===== src/rtl/dispense_arbiter.sv =====
// dispense_arbiter: shares one dispense motor and one coin ejector between two
// vending front panels. Round-robin arbitration, motor on-time sequencing and
// change payout. All outputs are registered.
//
// Optional feature macro: STOCK_TRACK_EN
//   defined   - 4-bit stock counter, sold_out flag and full refund on sold-out
//   undefined - stock is unlimited; sold_out and refund stay 0
module dispense_arbiter #(
    parameter int unsigned PRICE           = 15,
    parameter int unsigned COIN            = 5,
    parameter int unsigned DISPENSE_CYCLES = 4,
    parameter int unsigned STOCK_INIT      = 15
) (
    input  logic       clk,
    input  logic       rst,
    input  logic [1:0] req,
    input  logic [3:0] change0,
    input  logic [3:0] change1,
    output logic [1:0] grant,
    output logic       motor_on,
    output logic       coin_eject,
    output logic [1:0] done,
    output logic       refund,
    output logic       sold_out
);

    localparam logic [4:0] LP_PRICE      = 5'(PRICE);
    localparam logic [4:0] LP_COIN       = 5'(COIN);
    localparam logic [3:0] LP_DISP_LAST  = 4'(DISPENSE_CYCLES - 1);
    localparam logic [3:0] LP_STOCK_INIT = 4'(STOCK_INIT);

    typedef enum logic [2:0] {
        ST_IDLE     = 3'd0,
        ST_GRANT    = 3'd1,
        ST_DISPENSE = 3'd2,
        ST_CHANGE   = 3'd3,
        ST_DONE     = 3'd4
    } state_t;

    // state and datapath registers
    state_t      r_state;
    logic        r_sel;
    logic        r_last;
    logic [3:0]  r_change;
    logic [4:0]  r_coins;
    logic [3:0]  r_cnt;
    logic        r_phase;
    logic        r_refund_flag;
    // output registers
    logic [1:0]  r_grant;
    logic        r_motor;
    logic        r_coin;
    logic [1:0]  r_done;
    logic        r_refund;
    logic        r_sold_out;

    // next-state values
    state_t      w_state_nxt;
    logic        w_sel_nxt;
    logic        w_last_nxt;
    logic [3:0]  w_change_nxt;
    logic [4:0]  w_coins_nxt;
    logic [3:0]  w_cnt_nxt;
    logic        w_phase_nxt;
    logic        w_refund_flag_nxt;
    logic [1:0]  w_grant_nxt;
    logic        w_motor_nxt;
    logic        w_coin_nxt;
    logic [1:0]  w_done_nxt;
    logic        w_refund_nxt;
    logic        w_sold_upd;

    logic        w_pick;
    logic [4:0]  w_sum;
    logic [4:0]  w_n_sale;
    logic [4:0]  w_n_refund;
    logic        w_stock_empty;

`ifdef STOCK_TRACK_EN
    logic [3:0]  r_stock;
    logic        w_stock_dec;

    assign w_stock_empty = (r_stock == 4'd0);
`else
    // without tracking the stock level is the constant load value, never empty
    assign w_stock_empty = (LP_STOCK_INIT == 4'd0);
`endif

    // both requesting: serve the panel that was not served last
    assign w_pick     = (req == 2'b10) ? 1'b1 :
                        (req == 2'b11) ? ~r_last : 1'b0;
    // coin counts: change only, or price plus change when refunding (5 bits wide)
    assign w_sum      = LP_PRICE + {1'b0, r_change};
    assign w_n_sale   = {1'b0, r_change} / LP_COIN;
    assign w_n_refund = w_sum / LP_COIN;

    // next-state and next-output decode, registered below
    always_comb begin
        w_state_nxt       = r_state;
        w_sel_nxt         = r_sel;
        w_last_nxt        = r_last;
        w_change_nxt      = r_change;
        w_coins_nxt       = r_coins;
        w_cnt_nxt         = r_cnt;
        w_phase_nxt       = r_phase;
        w_refund_flag_nxt = r_refund_flag;
        w_grant_nxt       = r_grant;
        w_motor_nxt       = 1'b0;
        w_coin_nxt        = 1'b0;
        w_done_nxt        = 2'b00;
        w_refund_nxt      = 1'b0;
        w_sold_upd        = 1'b0;
`ifdef STOCK_TRACK_EN
        w_stock_dec       = 1'b0;
`endif
        case (r_state)
            ST_IDLE: begin
                w_grant_nxt = 2'b00;
                if (req != 2'b00) begin
                    w_sel_nxt         = w_pick;
                    w_change_nxt      = w_pick ? change1 : change0;
                    w_grant_nxt       = w_pick ? 2'b10 : 2'b01;
                    w_refund_flag_nxt = 1'b0;
                    w_state_nxt       = ST_GRANT;
                end else begin
                    w_state_nxt = ST_IDLE;
                end
            end
            ST_GRANT: begin
                w_last_nxt = r_sel;
                if (w_stock_empty) begin
                    // sold out: skip the motor and pay back price plus change
                    w_coins_nxt       = w_n_refund;
                    w_refund_flag_nxt = 1'b1;
                    w_phase_nxt       = 1'b0;
                    w_coin_nxt        = 1'b1;
                    w_state_nxt       = ST_CHANGE;
                end else begin
                    w_coins_nxt       = w_n_sale;
                    w_refund_flag_nxt = 1'b0;
                    w_cnt_nxt         = LP_DISP_LAST;
                    w_motor_nxt       = 1'b1;
`ifdef STOCK_TRACK_EN
                    w_stock_dec       = 1'b1;
`endif
                    w_state_nxt       = ST_DISPENSE;
                end
            end
            ST_DISPENSE: begin
                if (r_cnt != 4'd0) begin
                    w_cnt_nxt   = r_cnt - 4'd1;
                    w_motor_nxt = 1'b1;
                end else if (r_coins != 5'd0) begin
                    w_phase_nxt = 1'b0;
                    w_coin_nxt  = 1'b1;
                    w_state_nxt = ST_CHANGE;
                end else begin
                    w_done_nxt   = r_grant;
                    w_refund_nxt = r_refund_flag;
                    w_sold_upd   = 1'b1;
                    w_state_nxt  = ST_DONE;
                end
            end
            ST_CHANGE: begin
                // phase 0 is the eject-high cycle, phase 1 the gap after it
                if (!r_phase) begin
                    w_phase_nxt = 1'b1;
                end else begin
                    w_coins_nxt = r_coins - 5'd1;
                    if (r_coins == 5'd1) begin
                        w_done_nxt   = r_grant;
                        w_refund_nxt = r_refund_flag;
                        w_sold_upd   = 1'b1;
                        w_state_nxt  = ST_DONE;
                    end else begin
                        w_phase_nxt = 1'b0;
                        w_coin_nxt  = 1'b1;
                    end
                end
            end
            ST_DONE: begin
                w_grant_nxt = 2'b00;
                w_state_nxt = ST_IDLE;
            end
            default: begin
                w_grant_nxt = 2'b00;
                w_state_nxt = ST_IDLE;
            end
        endcase
    end

    // state, datapath and output registers
    always_ff @(posedge clk or negedge rst) begin
        if (!rst) begin
            r_state       <= ST_IDLE;
            r_sel         <= 1'b0;
            r_last        <= 1'b1;
            r_change      <= 4'd0;
            r_coins       <= 5'd0;
            r_cnt         <= 4'd0;
            r_phase       <= 1'b0;
            r_refund_flag <= 1'b0;
            r_grant       <= 2'b00;
            r_motor       <= 1'b0;
            r_coin        <= 1'b0;
            r_done        <= 2'b00;
            r_refund      <= 1'b0;
            r_sold_out    <= 1'b0;
        end else begin
            r_state       <= w_state_nxt;
            r_sel         <= w_sel_nxt;
            r_last        <= w_last_nxt;
            r_change      <= w_change_nxt;
            r_coins       <= w_coins_nxt;
            r_cnt         <= w_cnt_nxt;
            r_phase       <= w_phase_nxt;
            r_refund_flag <= w_refund_flag_nxt;
            r_grant       <= w_grant_nxt;
            r_motor       <= w_motor_nxt;
            r_coin        <= w_coin_nxt;
            r_done        <= w_done_nxt;
            r_refund      <= w_refund_nxt;
            if (w_sold_upd) begin
                r_sold_out <= w_stock_empty;
            end else begin
                r_sold_out <= r_sold_out;
            end
        end
    end

`ifdef STOCK_TRACK_EN
    // stock counter: reloads on reset, decrements on dispense, never wraps
    always_ff @(posedge clk or negedge rst) begin
        if (!rst) begin
            r_stock <= LP_STOCK_INIT;
        end else if (w_stock_dec && (r_stock != 4'd0)) begin
            r_stock <= r_stock - 4'd1;
        end else begin
            r_stock <= r_stock;
        end
    end
`endif

    assign grant      = r_grant;
    assign motor_on   = r_motor;
    assign coin_eject = r_coin;
    assign done       = r_done;
    assign refund     = r_refund;
    assign sold_out   = r_sold_out;

endmodule


===== config.mk =====
export PLATFORM = sky130hd
export DESIGN_NAME = dispense_arbiter
export DESIGN_NICKNAME = d
export VERILOG_FILES = /design/src/rtl/dispense_arbiter.sv
export SDC_FILE = /design/constraint.sdc
export NUM_CORES = 1
export LEC_CHECK = 0
export CAP_MARGIN = 20
export CORE_ASPECT_RATIO = 1.2
export CORE_MARGIN = 3
export CORE_UTILIZATION = 55
export DETAILED_ROUTE_END_ITERATION = 8
export GPL_TIMING_DRIVEN = 1
export PLACE_DENSITY = 0.85
export SETUP_SLACK_MARGIN = 0.05
export SKIP_CTS_REPAIR_TIMING = 1
export SLEW_MARGIN = 20
export SYNTH_ARGS = -nofsm -noshare
export SYNTH_HDL_FRONTEND = slang
export SYNTH_SLANG_ARGS = --single-unit

===== constraint.sdc =====
create_clock -name clk -period 4.4 [get_ports clk]
set_input_delay 1.1 -clock clk [delete_from_list [all_inputs] [get_ports clk]]
set_output_delay 1.1 -clock clk [all_outputs]
set_load 0.005 [all_outputs]

==> metrics list <==
- Along the worst hold path, the cell count comes to 2.
* Setup repair after global routing missed its margin: false
* Register area share after synthesis: 44.9%
- At the pin with the least slew margin, the transition time is 0.554 ns.
- For flop-to-flop paths, the worst setup slack is 2.73 ns.
- Master of the slowest instance on the critical path: sky130_fd_sc_hd__clkdlybuf4s50_1
- Post-placement setup slack: between 1.5 and 2 ns
- The critical path goes through clkdlybuf4s50_1.
- The largest single stage delay on the critical path is 0.51 ns.
* Achievable clock frequency: 433 MHz
- The repair_antennas step left the layout with diodes totalling 0.
- In this run the critical register-to-register path is launched from r_coins[0].
- Internal power contribution: about 600 uW
- The critical path in this run is classified as reg -> out.
- Counting the buffers created by CTS gives 3.
* Post-route design area: 0.00157 sq mm
- sky130_fd_sc_hd__dfrtp_1 takes more of the synthesized area than any other cell.
- Measured against its own limit, the worst slew margin works out to 63.1%.
- Between clock sinks in the finished design, the worst skew comes to around 0.010 ns.
- TritonCTS clock tree: built
- Leading register cell type out of synthesis: sky130_fd_sc_hd__dfrtp_1
- Buffer and inverter count on the worst path: 1
* Number of instances in the placed design: 174
- Weighted congestion reported at the end of routability-driven placement: between 0.7 and 0.8
- The run finished with clean final reports.
- Synthesis inferred 25 register bits.
- PnR worst setup slack: 2.09 ns
- The number of global-route vias before repair was 993.
- The die covers 0.00318 sq mm.
- Setup crit start kind: flop
- Maximum capacitance violations: 0
- Root buffer cell: sky130_fd_sc_hd__clkbuf_4
* Average wire per cell in the routed design: 14.8 microns
- Combinational cell fraction of total power: 45.3%
* Total GRT Usage: between 10% and 20%
- Worst Reg-to-Reg Cells: 5
- Endpoints failing hold: 0
* Main area contributors after synthesis: sky130_fd_sc_hd__dfrtp_1 43%, sky130_fd_sc_hd__mux2i_1 7.2%, sky130_fd_sc_hd__ha_1 5.4%
* CP Capture Type: output pin
* CP Max Fanout: 3
* Antenna violations before repair: 0
* Family with the most delay on the worst path: buffers and inverters
- Register share of total power: 44.7%
* Post-layout min period: 2.31 ns
- Placed standard-cell area: 0.00155 sq mm
* Starting density of the core: 59.3%
- Measured on the finished design, the core utilization comes to 66.7%.
- Synth cell count leaders: 24 x sky130_fd_sc_hd__dfrtp_1, 16 x sky130_fd_sc_hd__nand2_1, 10 x sky130_fd_sc_hd__mux2i_1
- From synthesis to final layout, the design area changed by 12.5%.
- The count of nets left with antenna violations once routing finished came out at 0.
- After legalization and detailed placement, the total HPWL measured 2050 microns.
- # nets final: ~170
- From bottom edge to top edge, the die measures 61.2 microns.
- Entering global routing, the biggest net connects 26 pins.
- The max-slew violation count was 0.
- Buffers from clock root to sink, at most: 2
* Synthesized netlist cell count: 133
- For this run, design rule violations remaining after detail routing come to 0.
- For this design, the sink count on the clock tree is 25.
* Data arrival time at the worst-slack endpoint: 1.21 ns
* Hold WC Path Type: reg -> reg
- Setup total negative slack on the finished layout was measured at 0 ns.
* Pre-Repair DR Iteration Count: 4
- Final global-route overflow total: 0
- Number of enable flip-flop cells after synthesis: 0
- Count of cell types in the netlist: 45
* Pwr per Cell Area: 641 mW/mm^2
* H-tree level count: 1
- After filler insertion, the fill cell instance count of the layout stands at between 150 and 200.
* Leakage dissipation: 0.733 nW
- The clock network accounts for 10.0% of the total power.
- Yosys printed 0 warnings.
* Register clock-pin slew on the reported worst setup and hold paths: 0.13 ns
* Number of port buffers: 17
- Share of post-route cells with drive strength above 1: 10.2%
- Most frequently used cell type in the post-synthesis netlist: sky130_fd_sc_hd__dfrtp_1
* Chip Width: 52.0 microns
- Drt via density: just under 6
- Routed wire length: 2630 microns
- R2R Path End: r_phase
- After the flow finishes, the layout carries non-filler instances totaling ~180.
* Top-area cell type share of the netlist area: 43.0%
- The final route contains 1040 vias.
* Starting DRC count in detailed routing: 23
- Startpoint of the most critical hold path: r_last
- Core ar.: 0.00235 sq mm
* Async set-or-reset flop fraction in the synthesized netlist: between 90% and 100%
- End of the worst hold path: r_last
* Required time at the endpoint of the critical path: roughly 3.3 ns
- Total net switching power: 410 uW
- The first global-routing pass estimated 4280 microns of wire.
- Averaged over all synthesized cells, the footprint is 10.5 sq um.
* Largest voltage drop on the vdd net: 0.000395 V
* Boundary pin count: 20
* Post-Syn Area: around 0.0014 sq mm
* Site Rows: 19
* Share of the cycle needed by the critical path after routing: 52.5%
* Worst-skew pair later-pin latency: 0.31 ns
* Finish-stage setup viols: 0
- Of the total power, the share spent switching nets is between 40% and 50%.
[layout make-up]
class / count / area [sq um] / share of cell area, %
Multi-Input combinational cell: 92 / 679 / 43.3
Sequential cell: 25 / 627 / 39.9
Timing Repair Buffer: 17 / 165 / 10.5
Tap cell: 31 / 38.8 / 2.47
Inverter: 9 / 33.8 / 2.15
Clock buffer: 4 / 26.3 / 1.67
[sequential cells by signal (all words and copies together) (netlist names)]
name,cells
grant,2
r_sel,1
r_state,3
r_coins,5
r_last,1
r_phase,1
coin_eject,1
r_cnt,4
motor_on,1
r_change,4
done,2
[metrics by stage]
step	total power, mW	hold WS, ns
3_5_place_dp	0.914	0.463
2_1_floorplan	0.800	0.440
5_1_grt	1.10	0.526
6_report	1.01	0.482
3_3_place_gp	0.885	0.464
4_1_cts	1.01	0.482
[cell usage in the layout, fill, tap and decap left out, types with 2 or more instances in the layout]
| cell | synthesis | routed |
|---|---|---|
| sky130_fd_sc_hd__nand2b_1 | 2 | 2 |
| sky130_fd_sc_hd__nor3_1 | 4 | 4 |
| sky130_fd_sc_hd__a21oi_1 | 4 | 4 |
| sky130_fd_sc_hd__and3_1 | 2 | 2 |
| sky130_fd_sc_hd__conb_1 | 1 | 2 |
| sky130_fd_sc_hd__mux2i_1 | 10 | 10 |
| sky130_fd_sc_hd__a32oi_1 | 2 | 2 |
| sky130_fd_sc_hd__nor3b_2 | 2 | 2 |
| sky130_fd_sc_hd__a31oi_1 | 3 | 3 |
| sky130_fd_sc_hd__clkbuf_4 | 0 | 3 |
| sky130_fd_sc_hd__inv_1 | 8 | 8 |
| sky130_fd_sc_hd__nand2_1 | 16 | 16 |
| sky130_fd_sc_hd__clkdlybuf4s50_1 | 0 | 16 |
| sky130_fd_sc_hd__and4b_1 | 2 | 2 |
| sky130_fd_sc_hd__nand3b_1 | 2 | 2 |
| sky130_fd_sc_hd__o21ai_0 | 2 | 2 |
| sky130_fd_sc_hd__o32ai_1 | 2 | 2 |
| sky130_fd_sc_hd__a221oi_1 | 2 | 2 |
| sky130_fd_sc_hd__nand3_1 | 3 | 3 |
| sky130_fd_sc_hd__nor2_1 | 5 | 5 |
| sky130_fd_sc_hd__ha_1 | 6 | 6 |
| sky130_fd_sc_hd__dfrtp_1 | 24 | 24 |
| sky130_fd_sc_hd__or3b_1 | 2 | 2 |
[logic make-up (layout without fill, tap and decap cells)]
kind of cell             Yosys count  count (layout)  share of synthesized area [%]
multiplexers                      10              10                           7.17
flip-flops                        25              25                           44.9
AND/OR/NAND/NOR                   48              48                           21.7
other                              1               2                          0.269
buffers and inverters             17              30                           6.72
adder cells (fa/ha/maj)            6               6                           5.38
AO/OA/AOI/OAI                     26              26                           13.9
[layer usage]
| metal | wire length [microns] | vias to the layer above | track usage, % |
|---|---|---|---|
| met3 | 72 | 6 | 2.18 |
| met5 | 0 | - | 0 |
| met2 | 1470 | 18 | 35.4 |
| met1 | 1030 | 512 | 20.0 |
| li1 | - | 504 | - |
| met4 | 49 | 0 | 7.12 |
[worst max-delay path by stage]
stage | cells after the start | slack (ns) | start | to
after floorplan | 3 | 2.44 | req[1] | r_change[3]
after global placement | 4 | 1.93 | req[1] | r_change[3]
after detailed placement | 4 | 1.85 | req[1] | r_change[3]
after CTS | 1 | 2.08 | grant[1] | grant[1]
after global routing | 1 | 2.05 | grant[0] | grant[0]
final | 1 | 2.09 | grant[1] | grant[1]
[power by group through the flow]
stage / Sequential [mW] / Clock, mW / Combinational [mW]
detailed placement: 0.455 / 0 / 0.459
global route: 0.467 / 0.111 / 0.522
finish: 0.450 / 0.100 / 0.456
CTS: 0.450 / 0.101 / 0.461
global placement: 0.446 / 0 / 0.439
floorplan: 0.406 / 0 / 0.394
[worst register-to-register path: stages, from the launching register on]
cell	delay (ns)
sky130_fd_sc_hd__dfrtp_1	0.43
sky130_fd_sc_hd__inv_1	0.12
sky130_fd_sc_hd__ha_1	0.18
sky130_fd_sc_hd__or4b_4	0.49
sky130_fd_sc_hd__a32o_2	0.30
sky130_fd_sc_hd__a21oi_2	0.10
Note: power is estimated with default switching activity, not from simulation.
